## src/rtl/mult_control_n_pkg.sv

```systemverilog
// mult_control_n_pkg
//   Shared definitions for the shift-add multiplier controller: FSM state
//   encodings, the default operand width and the CHECK-state operation
//   decoder used by the controller (unsigned or Booth radix-2).
//   Datapath and bench import this package so the encodings stay in step.
package mult_control_n_pkg;

  // 2-bit state encoding; values are visible to the datapath and bench.
  typedef enum logic [1:0] {
    ST_IDLE  = 2'd0,
    ST_CHECK = 2'd1,
    ST_ADDSH = 2'd2,
    ST_DONE  = 2'd3
  } state_t;

  localparam int unsigned DEFAULT_WIDTH = 4;

  // Operation chosen in CHECK; neither bit set means "shift only".
  typedef struct packed {
    logic ad;
    logic su;
  } check_op_t;

  // Decode the CHECK-state operation.
  //   booth=0 : M=1 adds, M=0 shifts.
  //   booth=1 : {M,Mm1}=01 adds, 10 subtracts, 00/11 shift only.
  function automatic check_op_t check_decode(input logic m, input logic mm1,
                                             input logic booth);
    check_op_t op;
    op.ad = 1'b0;
    op.su = 1'b0;
    if (booth) begin
      case ({m, mm1})
        2'b01:   op.ad = 1'b1;
        2'b10:   op.su = 1'b1;
        default: op    = '0;
      endcase
    end else begin
      op.ad = m;
    end
    return op;
  endfunction

endpackage

```

## src/rtl/mult_control_n_bit_counter.sv

```systemverilog
// mult_bit_counter
//   Shift counter for the multiplier controller.
//   Ports:
//     Clk   in  1      clock
//     Rst   in  1      synchronous reset, active-high
//     clr   in  1      clear count to zero (operand load)
//     inc   in  1      increment count by one
//     count out CNT_W  current count
//     last  out 1      count == WIDTH-1
module mult_bit_counter
  import mult_control_n_pkg::*;
#(
  parameter int unsigned WIDTH = DEFAULT_WIDTH,
  parameter int unsigned CNT_W = $clog2(WIDTH)
) (
  input  logic             Clk,
  input  logic             Rst,
  input  logic             clr,
  input  logic             inc,
  output logic [CNT_W-1:0] count,
  output logic             last
);

  logic [CNT_W-1:0] count_q;
  logic [CNT_W-1:0] count_d;

  // Next count: clear wins over increment.
  always_comb begin
    count_d = count_q;
    if (clr) begin
      count_d = '0;
    end else if (inc) begin
      count_d = count_q + {{(CNT_W-1){1'b0}}, 1'b1};
    end else begin
      count_d = count_q;
    end
  end

  // Count register with synchronous reset.
  always_ff @(posedge Clk) begin
    if (Rst) begin
      count_q <= '0;
    end else begin
      count_q <= count_d;
    end
  end

  assign count = count_q;
  assign last  = (count_q == CNT_W'(WIDTH - 1));

endmodule

```

## src/rtl/mult_control_n.sv

```systemverilog
// mult_control_n
//   Sequencer for a shift-add multiplier datapath of any operand WIDTH.
//   IDLE -> (Load) -> CHECK/ADDSH loop for WIDTH shifts -> DONE -> IDLE.
//   Optional feature macro: BOOTH_EN (adds Mm1 port and Booth radix-2
//   recoding; Su becomes live). Without it, Su is constant 0.
//   Ports:
//     Clk  in  clock            Rst  in  sync reset, active-high
//     St   in  start (level)    M    in  multiplier LSB
//     Mm1  in  previous shifted-out bit (BOOTH_EN only)
//     Idle/Done/Busy out  registered state flags
//     Load/Ad/Su/Sh  out  Mealy strobes to the datapath
//     Cnt  out  shifts completed (CNT_W bits)
module mult_control_n
  import mult_control_n_pkg::*;
#(
  parameter int unsigned WIDTH = DEFAULT_WIDTH,
  parameter int unsigned CNT_W = $clog2(WIDTH)
) (
  input  logic             Clk,
  input  logic             Rst,
  input  logic             St,
  input  logic             M,
`ifdef BOOTH_EN
  input  logic             Mm1,
`endif
  output logic             Idle,
  output logic             Load,
  output logic             Ad,
  output logic             Su,
  output logic             Sh,
  output logic             Done,
  output logic             Busy,
  output logic [CNT_W-1:0] Cnt
);

`ifdef BOOTH_EN
  localparam logic BOOTH = 1'b1;
  logic mm1_s;
  assign mm1_s = Mm1;
`else
  localparam logic BOOTH = 1'b0;
  logic mm1_s;
  assign mm1_s = 1'b0;
`endif

  state_t           state_q;
  state_t           state_d;
  logic             idle_q;
  logic             busy_q;
  logic             done_q;
  logic             load_s;
  logic             ad_s;
  logic             su_s;
  logic             sh_s;
  logic             last_s;
  logic             inc_s;
  check_op_t        op_s;
  logic [CNT_W-1:0] count_s;

  // Next state and Mealy strobes; Rst suppresses every strobe.
  always_comb begin
    state_d = state_q;
    load_s  = 1'b0;
    ad_s    = 1'b0;
    su_s    = 1'b0;
    sh_s    = 1'b0;
    op_s    = check_decode(M, mm1_s, BOOTH);
    if (Rst) begin
      state_d = ST_IDLE;
    end else begin
      case (state_q)
        ST_IDLE: begin
          if (St) begin
            load_s  = 1'b1;
            state_d = ST_CHECK;
          end else begin
            state_d = ST_IDLE;
          end
        end
        ST_CHECK: begin
          if (op_s.ad) begin
            ad_s    = 1'b1;
            state_d = ST_ADDSH;
          end else if (op_s.su) begin
            su_s    = 1'b1;
            state_d = ST_ADDSH;
          end else begin
            sh_s    = 1'b1;
            state_d = last_s ? ST_DONE : ST_CHECK;
          end
        end
        ST_ADDSH: begin
          sh_s    = 1'b1;
          state_d = last_s ? ST_DONE : ST_CHECK;
        end
        ST_DONE: begin
          // Held St keeps us here; it must drop before a new start.
          state_d = St ? ST_DONE : ST_IDLE;
        end
        default: begin
          state_d = ST_IDLE;
        end
      endcase
    end
  end

  // State register and registered status flags decoded from next state.
  always_ff @(posedge Clk) begin
    if (Rst) begin
      state_q <= ST_IDLE;
      idle_q  <= 1'b1;
      busy_q  <= 1'b0;
      done_q  <= 1'b0;
    end else begin
      state_q <= state_d;
      idle_q  <= (state_d == ST_IDLE);
      busy_q  <= (state_d == ST_CHECK) || (state_d == ST_ADDSH);
      done_q  <= (state_d == ST_DONE);
    end
  end

  // The final shift (taken with count at WIDTH-1) leaves the count parked
  // at WIDTH-1 instead of rolling over; only a Load clears it.
  assign inc_s = sh_s & ~last_s;

  mult_bit_counter #(
    .WIDTH (WIDTH),
    .CNT_W (CNT_W)
  ) u_cnt (
    .Clk   (Clk),
    .Rst   (Rst),
    .clr   (load_s),
    .inc   (inc_s),
    .count (count_s),
    .last  (last_s)
  );

  assign Idle = idle_q;
  assign Busy = busy_q;
  assign Done = done_q;
  assign Load = load_s;
  assign Ad   = ad_s;
  assign Su   = su_s;
  assign Sh   = sh_s;
  assign Cnt  = count_s;

endmodule

```

## config.mk

```make
export PLATFORM = sky130hd
export DESIGN_NAME = mult_control_n
export DESIGN_NICKNAME = d
export VERILOG_FILES = /design/src/rtl/mult_control_n_pkg.sv /design/src/rtl/mult_control_n_bit_counter.sv /design/src/rtl/mult_control_n.sv
export SDC_FILE = /design/constraint.sdc
export NUM_CORES = 1
export LEC_CHECK = 0
export CAP_MARGIN = 20
export CORE_AREA = 5 5 42 44
export DETAILED_ROUTE_END_ITERATION = 8
export DIE_AREA = 0 0 47 49
export SYNTH_ARGS = -nofsm -noshare
export SYNTH_HDL_FRONTEND = slang
export SYNTH_SLANG_ARGS = --single-unit
```

## constraint.sdc

```tcl
create_clock -name Clk -period 4.56 [get_ports Clk]
set_input_delay 1.14 -clock Clk [delete_from_list [all_inputs] [get_ports Clk]]
set_output_delay 1.14 -clock Clk [all_outputs]
set_load 0.05 [all_outputs]
```

==> run metrics <==
Synth top area share 0.312; Pins Over Slew Limit 0; Root Buffer clkbuf_4; die area around 2300 µm²; routed length per instance 10.5 µm; antenna violations before repair 0; Worst Path Arrival 2.80 ns; global route overflow 0; CTS buffer count 3; die width 47 µm; Placed Area roughly 570 µm²; Setup crit end kind primary output; Initial Util 0.321; reg-to-reg slack, setup 2.90 ns; first drt pass iteration count 2; routed wire length about 830 µm; FF-to-FF End Idle$_SDFF_PP1_; Async SR Flop Fraction 0; R2R depth 7; R2R Path Start state_q[1]$_SDFF_PP0_; number of buffers added for setup after CTS 0; Antenna Nets Post-Route 0; hold slack approximately 0.49 ns; routed vias approximately 370; CP startpoint Rst; Mapped Nets between 60 and 70; largest net degree at the start of global routing 10; Worst setup SP type input pin; Post-Layout Inst Area ~590 µm²; maxcap violations 0; DRT iter0 DRCs 3; Primary FF master, synth dfxtp_1; Pwr Density ~250 nW/µm²; row count 14; Mean Syn Cell Area between 8 and 9 µm²; RSZ-0062 raised after global routing no; post-CTS sizing 0; number of different library cells in the post-synthesis netlist 23; layout cells sized above 1 0.111; Hold Path Class reg -> reg; worst skew pair latency 0.26 ns; Final nets 76; Tot GR Track Use 0.0988; Hold Crit Depth 2; Commonest cells post-synth ha_1, dfxtp_1, nand2_1; count leader, synth ha_1; hold path endpoint u_cnt.count[1]$_SDFFE_PP0P_; sequential area share after synthesis 0.312; I/O pin count 13; Req. time, crit path approximately 3.4 ns; largest vdd supply drop approximately 120 µV; H-Tree Depth 1; leading area contributor after synthesis dfxtp_1; warnings from Yosys 0; synthesized area 449 µm²; Max clock buf depth 2; first-pass GRT wire length 1580 µm; Tmin final around 3.9 ns; Worst slew margin 0.666; antenna diode count 0; CTS Hold Bufs 0; critical path type in -> out; min-delay src u_cnt.count[1]$_SDFFE_PP0P_; DIE HEIGHT between 40 and 50 µm; Setup Skew ~0.0022 ns; largest cells by area after synthesis dfxtp_1, ha_1, a21oi_1; Gate Count Post-Synth 50; routability cong. between 0.6 and 0.7; #FFs+latches synth 7; Worst-path clk slew around 0.05 ns; final hold vios 0; vias per std cell between 4 and 5; DRC viols 0; outcome finished, final reports clean; number of global-route vias before repair slightly below 400; max frequency around 250 MHz; setup TNS 0 ns; Clock Sink Count 7; fin crit share 0.864; Least-Margin Pin Slew 0.500 ns; DP HPWL between 600 and 700 µm; Final Setup Violations 0; I/O Buffers 11; EDFF count, synth 0; core area between 1000 and 1500 µm²; P_leak about 0.27 nW; Area growth syn-to-layout 32.0%; CP max FO 9; CTS tree built
[cells by family (layout without fill, tap and decap cells)]
family / after synthesis / count (layout) / synth area share
fa+ha+maj: 8 / 8 / 0.223
compound gates: 10 / 10 / 0.150
flops: 7 / 7 / 0.312
buf+inv: 6 / 19 / 0.0613
simple gates: 16 / 16 / 0.201
mux: 2 / 2 / 0.0446
other cells: 1 / 1 / 0.00835
[routing by layer]
metal | GRT usage | routed length, µm | vias to the layer above
met2 | 0.131 | 380 | 10
met4 | 0.0968 | 42 | 0
li1 | - | - | 188
met1 | 0.113 | 363 | 162
met3 | 0.0369 | 46 | 5
met5 | 0 | 0 | -
[how the worst max path moves through the flow]
| stage | endpoint | slack, ns | cells past startpoint |
|---|---|---|---|
| floorplan | Ad | 1.61 | 3 |
| global placement | Ad | 0.64 | 4 |
| detailed placement | Ad | 0.62 | 4 |
| CTS | Load | 0.62 | 4 |
| global route | Load | 0.54 | 4 |
| finish | Load | 0.62 | 4 |
[sequential cells by signal, summed over array words and instances (netlist names)]
register / flops
Idle: 1
Done: 1
Busy: 1
u_cnt.count: 2
state_q: 2
[critical path, stage by stage]
cell and delay, ns:
clkdlybuf4s50_1 0.56, inv_2 0.14, and3_1 0.17, clkdlybuf4s50_1 0.80
[metrics by stage]
step            util  std cells  setup slack, ns  total power, mW
6_report       0.423         79            0.622            0.147
5_1_grt        0.423         79            0.537            0.157
4_1_cts        0.423         79            0.616            0.150
3_5_place_dp   0.404         75            0.619           0.0903
3_3_place_gp   0.404         75            0.644           0.0903
2_1_floorplan      -         50             1.61           0.0828
[area by class of cell]
class,count,area (µm²)
clock buffers,4,26.3
fillers,153,808
multi-input cells,37,282
inverters,4,15.0
flip-flops and latches,7,140
well taps,16,20.0
repair buffers,11,110
[placed cells by master, fill, tap and decap left out, drive strengths merged, types with 2 or more instances in the layout]
master         instances
clkbuf                 4
nand2                  5
clkdlybuf4s50         11
and3                   2
a21oi                  4
dfxtp                  7
nor2                   2
nor2b                  3
o21ai                  2
inv                    4
ha                     8
mux2i                  2
and2                   2
[power by group]
group          switching (mW)  leakage, nW  total (mW)  internal [mW]
Clock                  0.0241       0.0150      0.0575         0.0335
Sequential           0.000795       0.0569      0.0635         0.0627
Combinational          0.0158        0.196      0.0256        0.00973
Power figures use the tool's default switching activity.
